## src/rtl/store_issue_ctrl.sv

```systemverilog
// Store issue controller: sequences one LSU store onto the data-memory write port,
// lane-shifting data/strobes and splitting stores that straddle a bus-word boundary.
module store_issue_ctrl #(
  parameter int DATA_WIDTH = 64,
  parameter int ADDR_WIDTH = 64,
  parameter int OFF_WIDTH  = DATA_WIDTH/32
) (
  input  logic                    clk_i,
  input  logic                    rst_ni,
  input  logic                    req_valid_i,
  output logic                    req_ready_o,
  input  logic [ADDR_WIDTH-1:0]   req_addr_i,
  input  logic [DATA_WIDTH-1:0]   req_data_i,
  input  logic [1:0]              req_size_i,
  output logic                    mem_valid_o,
  input  logic                    mem_ready_i,
  output logic [ADDR_WIDTH-1:0]   mem_addr_o,
  output logic [DATA_WIDTH-1:0]   mem_wdata_o,
  output logic [DATA_WIDTH/8-1:0] mem_wstrb_o,
  input  logic                    mem_bvalid_i,
  output logic                    mem_bready_o,
  input  logic                    mem_berr_i,
  output logic                    st_resp_valid_o,
  input  logic                    st_resp_ready_i,
  output logic                    st_resp_err_o
);

  localparam int B  = DATA_WIDTH/8;
  localparam int OW = OFF_WIDTH + 1;
  localparam int NW = OFF_WIDTH + 2;
  localparam logic [ADDR_WIDTH-1:0] ALIGN_MASK = ~ADDR_WIDTH'(B-1);
  localparam logic [ADDR_WIDTH-1:0] BEAT_STEP  = ADDR_WIDTH'(B);

  typedef enum logic [2:0] {
    IDLE  = 3'd0,
    SEND0 = 3'd1,
    WAIT0 = 3'd2,
    SEND1 = 3'd3,
    WAIT1 = 3'd4,
    RESP  = 3'd5
  } state_t;

  // Byte count of a store; sizes wider than the bus collapse to full width.
  function automatic logic [NW-1:0] bytes_of(input logic [1:0] size);
    logic [3:0] n;
    n = 4'd1 << size;
    if (int'(n) > B) begin
      bytes_of = NW'(B);
    end else begin
      bytes_of = NW'(n);
    end
  endfunction

  function automatic logic split_of(input logic [OW-1:0] off, input logic [1:0] size);
    split_of = (int'(off) + int'(bytes_of(size))) > B;
  endfunction

  state_t                  state_q, state_d;
  logic [ADDR_WIDTH-1:0]   addr_q, addr_d;
  logic [DATA_WIDTH-1:0]   data_q, data_d;
  logic [1:0]              size_q, size_d;
  logic                    err_q, err_d;

  logic                    req_ready_q, req_ready_d;
  logic                    mem_valid_q, mem_valid_d;
  logic [ADDR_WIDTH-1:0]   mem_addr_q, mem_addr_d;
  logic [DATA_WIDTH-1:0]   mem_wdata_q, mem_wdata_d;
  logic [B-1:0]            mem_wstrb_q, mem_wstrb_d;
  logic                    mem_bready_q, mem_bready_d;
  logic                    resp_valid_q, resp_valid_d;
  logic                    resp_err_q, resp_err_d;

  logic [OW-1:0]           off_s;
  logic [NW-1:0]           n_s;
  logic [B-1:0]            mask_s;
  logic [2*B-1:0]          strb2_s;
  logic [2*DATA_WIDTH-1:0] data2_s;
  logic [ADDR_WIDTH-1:0]   base_s;
  logic                    split_s;

  // State and captured request registers.
  always_ff @(posedge clk_i or negedge rst_ni) begin
    if (!rst_ni) begin
      state_q <= IDLE;
      addr_q  <= '0;
      data_q  <= '0;
      size_q  <= 2'd0;
      err_q   <= 1'b0;
    end else begin
      state_q <= state_d;
      addr_q  <= addr_d;
      data_q  <= data_d;
      size_q  <= size_d;
      err_q   <= err_d;
    end
  end

  assign split_s = split_of(addr_q[OFF_WIDTH:0], size_q);

  // Next-state and capture logic.
  always_comb begin
    state_d = state_q;
    addr_d  = addr_q;
    data_d  = data_q;
    size_d  = size_q;
    err_d   = err_q;
    case (state_q)
      IDLE: begin
        if (req_valid_i) begin
          addr_d  = req_addr_i;
          data_d  = req_data_i;
          size_d  = req_size_i;
          err_d   = 1'b0;
          state_d = SEND0;
        end else begin
          state_d = IDLE;
        end
      end
      SEND0: begin
        if (mem_ready_i) begin
          state_d = WAIT0;
        end else begin
          state_d = SEND0;
        end
      end
      WAIT0: begin
        if (mem_bvalid_i) begin
          err_d   = mem_berr_i;
          state_d = (split_s && !mem_berr_i) ? SEND1 : RESP;
        end else begin
          state_d = WAIT0;
        end
      end
      SEND1: begin
        if (mem_ready_i) begin
          state_d = WAIT1;
        end else begin
          state_d = SEND1;
        end
      end
      WAIT1: begin
        if (mem_bvalid_i) begin
          err_d   = err_q | mem_berr_i;
          state_d = RESP;
        end else begin
          state_d = WAIT1;
        end
      end
      RESP: begin
        if (st_resp_ready_i) begin
          state_d = IDLE;
        end else begin
          state_d = RESP;
        end
      end
      default: begin
        state_d = IDLE;
      end
    endcase
  end

  // Lane placement: the low half of the double-width shift is beat 0, the high half beat 1.
  always_comb begin
    off_s   = addr_d[OFF_WIDTH:0];
    n_s     = bytes_of(size_d);
    mask_s  = {B{1'b1}} >> (NW'(B) - n_s);
    strb2_s = {{B{1'b0}}, mask_s} << off_s;
    data2_s = {{DATA_WIDTH{1'b0}}, data_d} << {off_s, 3'b000};
    base_s  = addr_d & ALIGN_MASK;
  end

  // Output decode from the upcoming state so every port comes straight from a flop.
  always_comb begin
    req_ready_d  = (state_d == IDLE);
    mem_valid_d  = (state_d == SEND0) || (state_d == SEND1);
    mem_bready_d = (state_d == WAIT0) || (state_d == WAIT1);
    resp_valid_d = (state_d == RESP);
    resp_err_d   = (state_d == RESP) ? err_d : 1'b0;
    mem_addr_d   = '0;
    mem_wdata_d  = '0;
    mem_wstrb_d  = '0;
    case (state_d)
      SEND0: begin
        mem_addr_d  = base_s;
        mem_wdata_d = data2_s[DATA_WIDTH-1:0];
        mem_wstrb_d = strb2_s[B-1:0];
      end
      SEND1: begin
        mem_addr_d  = base_s + BEAT_STEP;
        mem_wdata_d = data2_s[2*DATA_WIDTH-1:DATA_WIDTH];
        mem_wstrb_d = strb2_s[2*B-1:B];
      end
      default: begin
        mem_addr_d  = '0;
        mem_wdata_d = '0;
        mem_wstrb_d = '0;
      end
    endcase
  end

  // Output registers.
  always_ff @(posedge clk_i or negedge rst_ni) begin
    if (!rst_ni) begin
      req_ready_q  <= 1'b1;
      mem_valid_q  <= 1'b0;
      mem_addr_q   <= '0;
      mem_wdata_q  <= '0;
      mem_wstrb_q  <= '0;
      mem_bready_q <= 1'b0;
      resp_valid_q <= 1'b0;
      resp_err_q   <= 1'b0;
    end else begin
      req_ready_q  <= req_ready_d;
      mem_valid_q  <= mem_valid_d;
      mem_addr_q   <= mem_addr_d;
      mem_wdata_q  <= mem_wdata_d;
      mem_wstrb_q  <= mem_wstrb_d;
      mem_bready_q <= mem_bready_d;
      resp_valid_q <= resp_valid_d;
      resp_err_q   <= resp_err_d;
    end
  end

  assign req_ready_o     = req_ready_q;
  assign mem_valid_o     = mem_valid_q;
  assign mem_addr_o      = mem_addr_q;
  assign mem_wdata_o     = mem_wdata_q;
  assign mem_wstrb_o     = mem_wstrb_q;
  assign mem_bready_o    = mem_bready_q;
  assign st_resp_valid_o = resp_valid_q;
  assign st_resp_err_o   = resp_err_q;

endmodule

```

## config.mk

```make
export PLATFORM = sky130hd
export DESIGN_NAME = store_issue_ctrl
export DESIGN_NICKNAME = d
export VERILOG_FILES = /design/src/rtl/store_issue_ctrl.sv
export SDC_FILE = /design/constraint.sdc
export NUM_CORES = 1
export LEC_CHECK = 0
export ABC_AREA = 1
export CAP_MARGIN = 20
export CORE_UTILIZATION = 55
export CTS_BUF_LIST = sky130_fd_sc_hd__clkbuf_8
export DETAILED_ROUTE_END_ITERATION = 8
export PLACE_DENSITY = 0.83
export REMOVE_ABC_BUFFERS = 1
export SYNTH_ARGS = -nofsm -noshare
export SYNTH_HDL_FRONTEND = slang
export SYNTH_SLANG_ARGS = --single-unit
```

## constraint.sdc

```tcl
create_clock -name clk_i -period 3 [get_ports clk_i]
set_input_delay 0.3 -clock clk_i [delete_from_list [all_inputs] [get_ports clk_i]]
set_output_delay 0.3 -clock clk_i [all_outputs]
set_load 0.03 [all_outputs]
```

Word-level counts from Yosys, hierarchy flattened
Index checks and enable logic that the tools add are counted.
{ "word_totals": {"ff_bits": 275, "elab_cells": 65, "in_bits": 137, "out_inout_bits": 141} }
{ "op_classes": {"eq_ne": 10, "n_shift": 5, "muxes": 24, "magnitude_cmp": 3, "n_reduce_logical": 6, "n_addsub": 3, "bitwise_logic": 1} }
{ "ops": {"columns": ["op", "n"], "rows": [
  ["2-to-1 mux 64 bit", 4],
  ["case mux 64 bit (2 select lines)", 2],
  ["left shift 64 x 6 -> 128 bit", 1],
  ["adder 64 x 4 -> 64 bit (second input constant)", 1],
  ["case mux 3 bit (6 select lines)", 1],
  ["case mux 8 bit (2 select lines)", 1],
  ["left shift 8 x 3 -> 16 bit", 1],
  ["equality test 3 x 2 -> 1 bit (second input constant)", 4],
  ["equality test 3 bit (second input constant)", 4],
  ["2-to-1 mux 3 bit", 4],
  ["> comparator 4 bit (second input constant)", 2],
  ["2-to-1 mux 4 bit", 2],
  ["left shift 1 x 2 -> 4 bit (first input constant)", 2],
  ["right shift 8 x 4 -> 8 bit (first input constant)", 1],
  ["equality test 3 x 1 -> 1 bit (second input constant)", 2],
  ["zero test 3 bit", 2],
  ["2-to-1 mux 1 bit", 6],
  ["2-to-1 mux 2 bit", 3],
  ["adder 3 x 4 -> 5 bit", 1],
  ["> comparator 5 x 4 -> 1 bit (second input constant)", 1],
  ["subtractor 4 bit (first input constant)", 1],
  ["case mux 1 bit (3 select lines)", 1],
  ["logical OR 1 bit", 2],
  ["logical AND 1 bit", 1],
  ["other kinds (2)", 2]
]} }

Longest topological paths before layout
{ "depth": {"ltp_word": 11, "ltp_mapped": 17, "mapped_depth_nobuf": 17} }

Worst setup path before layout
No wires, ideal clock.
{ "synth_path": {"kind": "reg2reg", "startpoint": "register state_q[2]", "endpoint": "register mem_addr_q[33], in the netlist mem_addr_o[33]", "setup_slack_ns": 0.653, "path_buffers": 1, "arrival_ns": 2.212, "synth_period_minus_slack_ns": 2.347, "setup_time_ns": 0.135, "stages_incl_launch_ff": 15, "t_required_ns": 2.865, "cell_sequence": "dfrtp_1 -> nor2_4 -> nand2_4 -> buf_6 -> nand2_1 -> o21ai_1 -> inv_1 -> ha_1 -> inv_1 -> nor2_4 -> nand2_1 -> nor2_2 -> nand3_1 -> nand3_1 -> o21ai_0"} }
{ "synth_between": {"elab_chain_len": 4, "word_cells_on_any_way": 12, "cone_classes": "add/sub (1); eq/ne (7); mux (3); reduce/logical (1)"} }
{ "synth_rtl": {"columns": ["element", "line_no", "text"], "rows": [
  ["start: declaration", "58", "state_t state_q, state_d;"],
  ["start signal: assignment", "90", "state_q <= state_d;"],
  ["zero test 3 bit", "107", "case (state_q)"],
  ["2-to-1 mux 64 bit", "107", null],
  ["named net addr_d[3]", "59", "logic [ADDR_WIDTH-1:0] addr_q, addr_d;"],
  ["adder 64 x 4 -> 64 bit", "189", "mem_addr_d = base_s + BEAT_STEP;"],
  ["case mux 64 bit (2 select lines)", "182", "case (state_d)"],
  ["named net mem_addr_d[33]", "66", "logic [ADDR_WIDTH-1:0] mem_addr_q, mem_addr_d;"],
  ["end signal: assignment", "215", "mem_addr_q <= mem_addr_d;"],
  ["end: declaration", "66", null]
]} }
The timed path passes the listed nets, and every way through them passes these cells.

Worst setup path after layout
{ "layout_path": {"startpoint": "register state_q[0]", "endpoint": "register mem_wdata_q[59], in the netlist mem_wdata_o[59]"} }
{ "layout_between": {"elab_chain_len": 4, "word_cells_on_any_way": 13, "cone_classes": "eq/ne (7); shift (1); mux (4); reduce/logical (1)"} }
{ "layout_rtl": {"columns": ["element", "line_no", "text"], "rows": [
  ["zero test 3 bit (tied with other cells)", "107", null],
  ["2-to-1 mux 64 bit or case mux 3 bit (6 select lines) (tied branches)", "107", null],
  ["left shift 64 x 6 -> 128 bit (tied with other cells)", "168", "data2_s = {{DATA_WIDTH{1'b0}}, data_d} << {off_s, 3'b000};"],
  ["case mux 64 bit (2 select lines) (*)", "182", null],
  ["named net mem_wdata_d[59]", "67", "logic [DATA_WIDTH-1:0] mem_wdata_q, mem_wdata_d;"],
  ["end signal: assignment", "216", "mem_wdata_q <= mem_wdata_d;"],
  ["end: declaration", "67", null]
]} }
The timed path passes the listed nets; every way through them passes the cells marked *.

==> impl_summary.txt <==
----------------------------------------------------
[Clock tree]
  Reg clk slew, reported paths ... 60 ps
  Total clock buffers created by CTS ... 47
  Count of clock tree sinks ... 272
  Clk Latency, worst-skew pair ... ~600 ps
  Clock tree from TritonCTS ... built
  Number of H-tree levels ... 2
  Post-CTS setup-driven buffer insertion count ... 0
  Number of buffers on the longest clock path ... 3
  Root buffer cell ... clkbuf_8

[STA]
  Setup violators final ... 0
  Setup repair after global routing missed its margin ... no
  Worst-margin pin slew ... slightly below 800 ps
  Maximum clock rate ... roughly 340 MHz
  Post-layout min period ... 2921 ps
  Clk_skew ... between 20 and 30 ps
  Final Hold Fails ... 0
  Slew headroom ... 0.4769
  Max Slew Vio Count ... 0
  Worst hold-check slack ... roughly 300 ps
  Share of the cycle needed by the critical path after routing ... 0.9737

[Yosys]
  Sequential cell area fraction in the yosys report ... 0.4277
  Most instantiated library cell after synthesis ... nand2_1
  Count of cell types in the netlist ... 45
  Most area-consuming cells after synthesis ... dfrtp_1 43%, nand2_1 20%, nand3_1 7.2%
  Total of flip-flops plus latches after synthesis ... approximately 270
  Synthesized cell area ... around 0.016 sq mm
  Post-synthesis area per instance ... 6.847 sq um
  Yosys top cell area share ... 0.4260
  List of most frequent post-synthesis cells ... 858 x nand2_1, 271 x dfrtp_1, 228 x nand3_1, 220 x inv_1, 216 x nor2_1
  Yosys warning total ... 0
  Number of enable-type register cells in the synthesized netlist ... 0
  Post-synthesis instance total ... approximately 2300
  Post-synth ARST share ... 1.000
  Cell type with the highest aggregate area in the netlist ... dfrtp_1
  Most used flip-flop cell after synthesis ... dfrtp_1

[Critical path]
  Crit path largest cell delay ... between 400 and 500 ps
  Kind of capture point of the worst setup path ... flop
  Largest fanout of any net on the critical path ... slightly below 90
  CP required ... approximately 3500 ps
  Cell-by-cell listing of the critical path ... nor2_4 > nand2_8 > buf_12 > nand2_1 > nand2_2 > inv_2 > buf_4 > o21ai_0 > mux2i_1 > nand2_1 > o21ai_1 > nor2_1
  Critical Path Most Common Cell ... nand2_1
  Data arrival time of the worst path ... around 3400 ps
  Critical-path cell with the highest stage delay ... dfrtp_1
  Critical path launch point type ... flop
  Worst Path Class, Setup ... reg -> reg

[Layout]
  Area added between synthesis and finish ... 34.25%
  End-of-flow core utilization ... 0.7589
  Share of post-route cells with drive strength above 1 ... 0.1124
  Post-layout nets ... ~2900

[Drt]
  First-iteration detailed-routing DRC count ... approximately 2500
  Via count ... 18059
  Antenna-violating nets left ... 0
  Residual DRC count ... 0
  Overall routed net length ... approximately 60000 microns
  Average detailed-routed wire length per instance ... ~19 microns
  Detailed Routing Iterations Pass 1 ... 6
  Mean number of vias per cell ... approximately 5.7

[Place]
  Port Buf Inserts ... 274
  Detailed Place HPWL ... approximately 44000 microns
  Final RePlAce weighted congestion ... 0.9914

[Floorplanning]
  Die area ... around 0.03 sq mm
  Die Span X ... 172.1 microns
  I/O pins ... about 280
  Die Height ... around 170 microns
  Initial cell density of the core ... 0.5652
  Area of the core ... roughly 0.028 sq mm
  Number of placement rows ... 61

[Job]
  Count of max-cap constraint violations ... 0

[Worst hold path]
  Classification of the worst-slack hold path ... in -> reg

[Power and ir drop]
  Power Total ... roughly 25000 uW
  Pwr dens ... around 1200 mW/mm^2
  Leak Pwr ... between 0.01 and 0.015 uW
  Worst ir drop on vdd ... 0.0007723 V

[GRT]
  Vias in the first global route ... 17352
  Largest net degree at the start of global routing ... 101
  Antenna violations before repair ... 2
  First-pass GRT wire length ... just over 90000 microns
  Total global routing track utilization ... 0.4154
  Remaining global-route overflow ... 0

[Status]
  Result of the run ... complete, no violations

----------------------------------------------------
==> metal layers <==
metal	share of wire	wire length [microns]	GRT usage	vias up
li1	-	-	-	8188
met3	0.11	6884	0.08606	218
met4	0.041	2476	0.1812	0
met1	0.41	24680	0.5738	8436
met2	0.44	26640	0.6306	1217
met5	0	0	0	-
==> state kept, by name, indices dropped and copies added, names as in the netlist, 2 cells and up <==
name and count:
state_q 3, size_q 2, mem_wdata_o 64, data_q 64, mem_wstrb_o 8, addr_q 64, mem_addr_o 61
==> worst max-delay path, delay by kind of cell, from the launching register on <==
kind	cells	cell delay, ps
compound gates	2	400
mux	1	240
buf+inv	3	740
simple gates	6	920
flops	1	430
==> layout make-up <==
class | count | area, sq um
Antenna cell | 2 | 5.005
Clock buffer | 59 | 812.0
Clock inverter | 25 | 230.2
Fill cell | 2059 | 6792
Inverter | 226 | 848.3
Multi-Input combinational cell | 1710 | 7742
Sequential cell | 272 | 6808
Tap cell | 378 | 473.0
Timing Repair Buffer | 476 | 4453
==> final timing paths <==
check / startpoint / endpoint / slack, ps / cells past startpoint
worst max register to register: state_q[0] / mem_wdata_o[59] / 80 / 12
worst min-delay path: req_data_i[10] / data_q[10] / 300 / 3
worst min register to register: data_q[10] / data_q[10] / 490 / 2
min in group asynchronous: rst_ni / data_q[61] / 350 / 2
worst max-delay path: state_q[0] / mem_wdata_o[59] / 80 / 12
max in group asynchronous: rst_ni / req_ready_o / 1790 / 3
==> cells in the final DEF (no fill, tap or decap), drive strengths merged, types with 2 or more instances in the layout <==
cell,count
a211oi,2
a21oi,7
a22oi,6
a31oi,2
buf,202
bufinv,4
clkbuf,59
clkdlybuf4s50,273
clkinv,8
conb,3
dfrtp,271
diode,2
ha,4
inv,238
mux2i,11
nand2,860
nand3,228
nand3b,40
nand4,19
nor2,232
nor3,9
o21a,9
o21ai,223
o21bai,3
o22ai,23
or2,4
xor2,17
==> what timing repair did <==
item / 4_1_cts / 5_1_grt
endpoints found under the setup margin: 0 / 43
resized for setup: 0 / 11
hold endpoints to repair: 96 / 0
hold buffers: 1 / 0
==> through the flow <==
| stage | setup WS [ps] | cells | instance area (sq um) | setup TNS [ps] |
|---|---|---|---|---|
| 3_3_place_gp | -154.1 | 3061 | 20280 | -460.6 |
| 6_report | 78.93 | 3148 | 21370 | 0 |
| 3_5_place_dp | -144.3 | 3061 | 20280 | -543.1 |
| 2_1_floorplan | -4171 | 2208 | 15330 | -532100 |
| 5_1_grt | 13.01 | 3148 | 21370 | 0 |
| 4_1_cts | 113.0 | 3146 | 21330 | 0 |
==> kinds of logic (layout without fill, tap and decap cells) <==
family,count (synthesis),in the layout,share of synthesized area
multiplexers,11,11,0.006917
buffers and inverters,345,786,0.09102
flip-flops,272,272,0.4277
AO/OA/AOI/OAI,281,281,0.09565
AND/OR/NAND/NOR,1393,1393,0.3648
other,1,5,0.0002356
adder cells (fa/ha/maj),5,5,0.004402
XOR/XNOR,17,17,0.009353
==> where the power goes <==
| part | switching [uW] | internal, uW | total [uW] |
|---|---|---|---|
| logic | 10200 | 5260 | 15400 |
| registers | 605 | 5160 | 5760 |
| clock network | 1650 | 2130 | 3780 |
(Power assumes the default switching activity.)
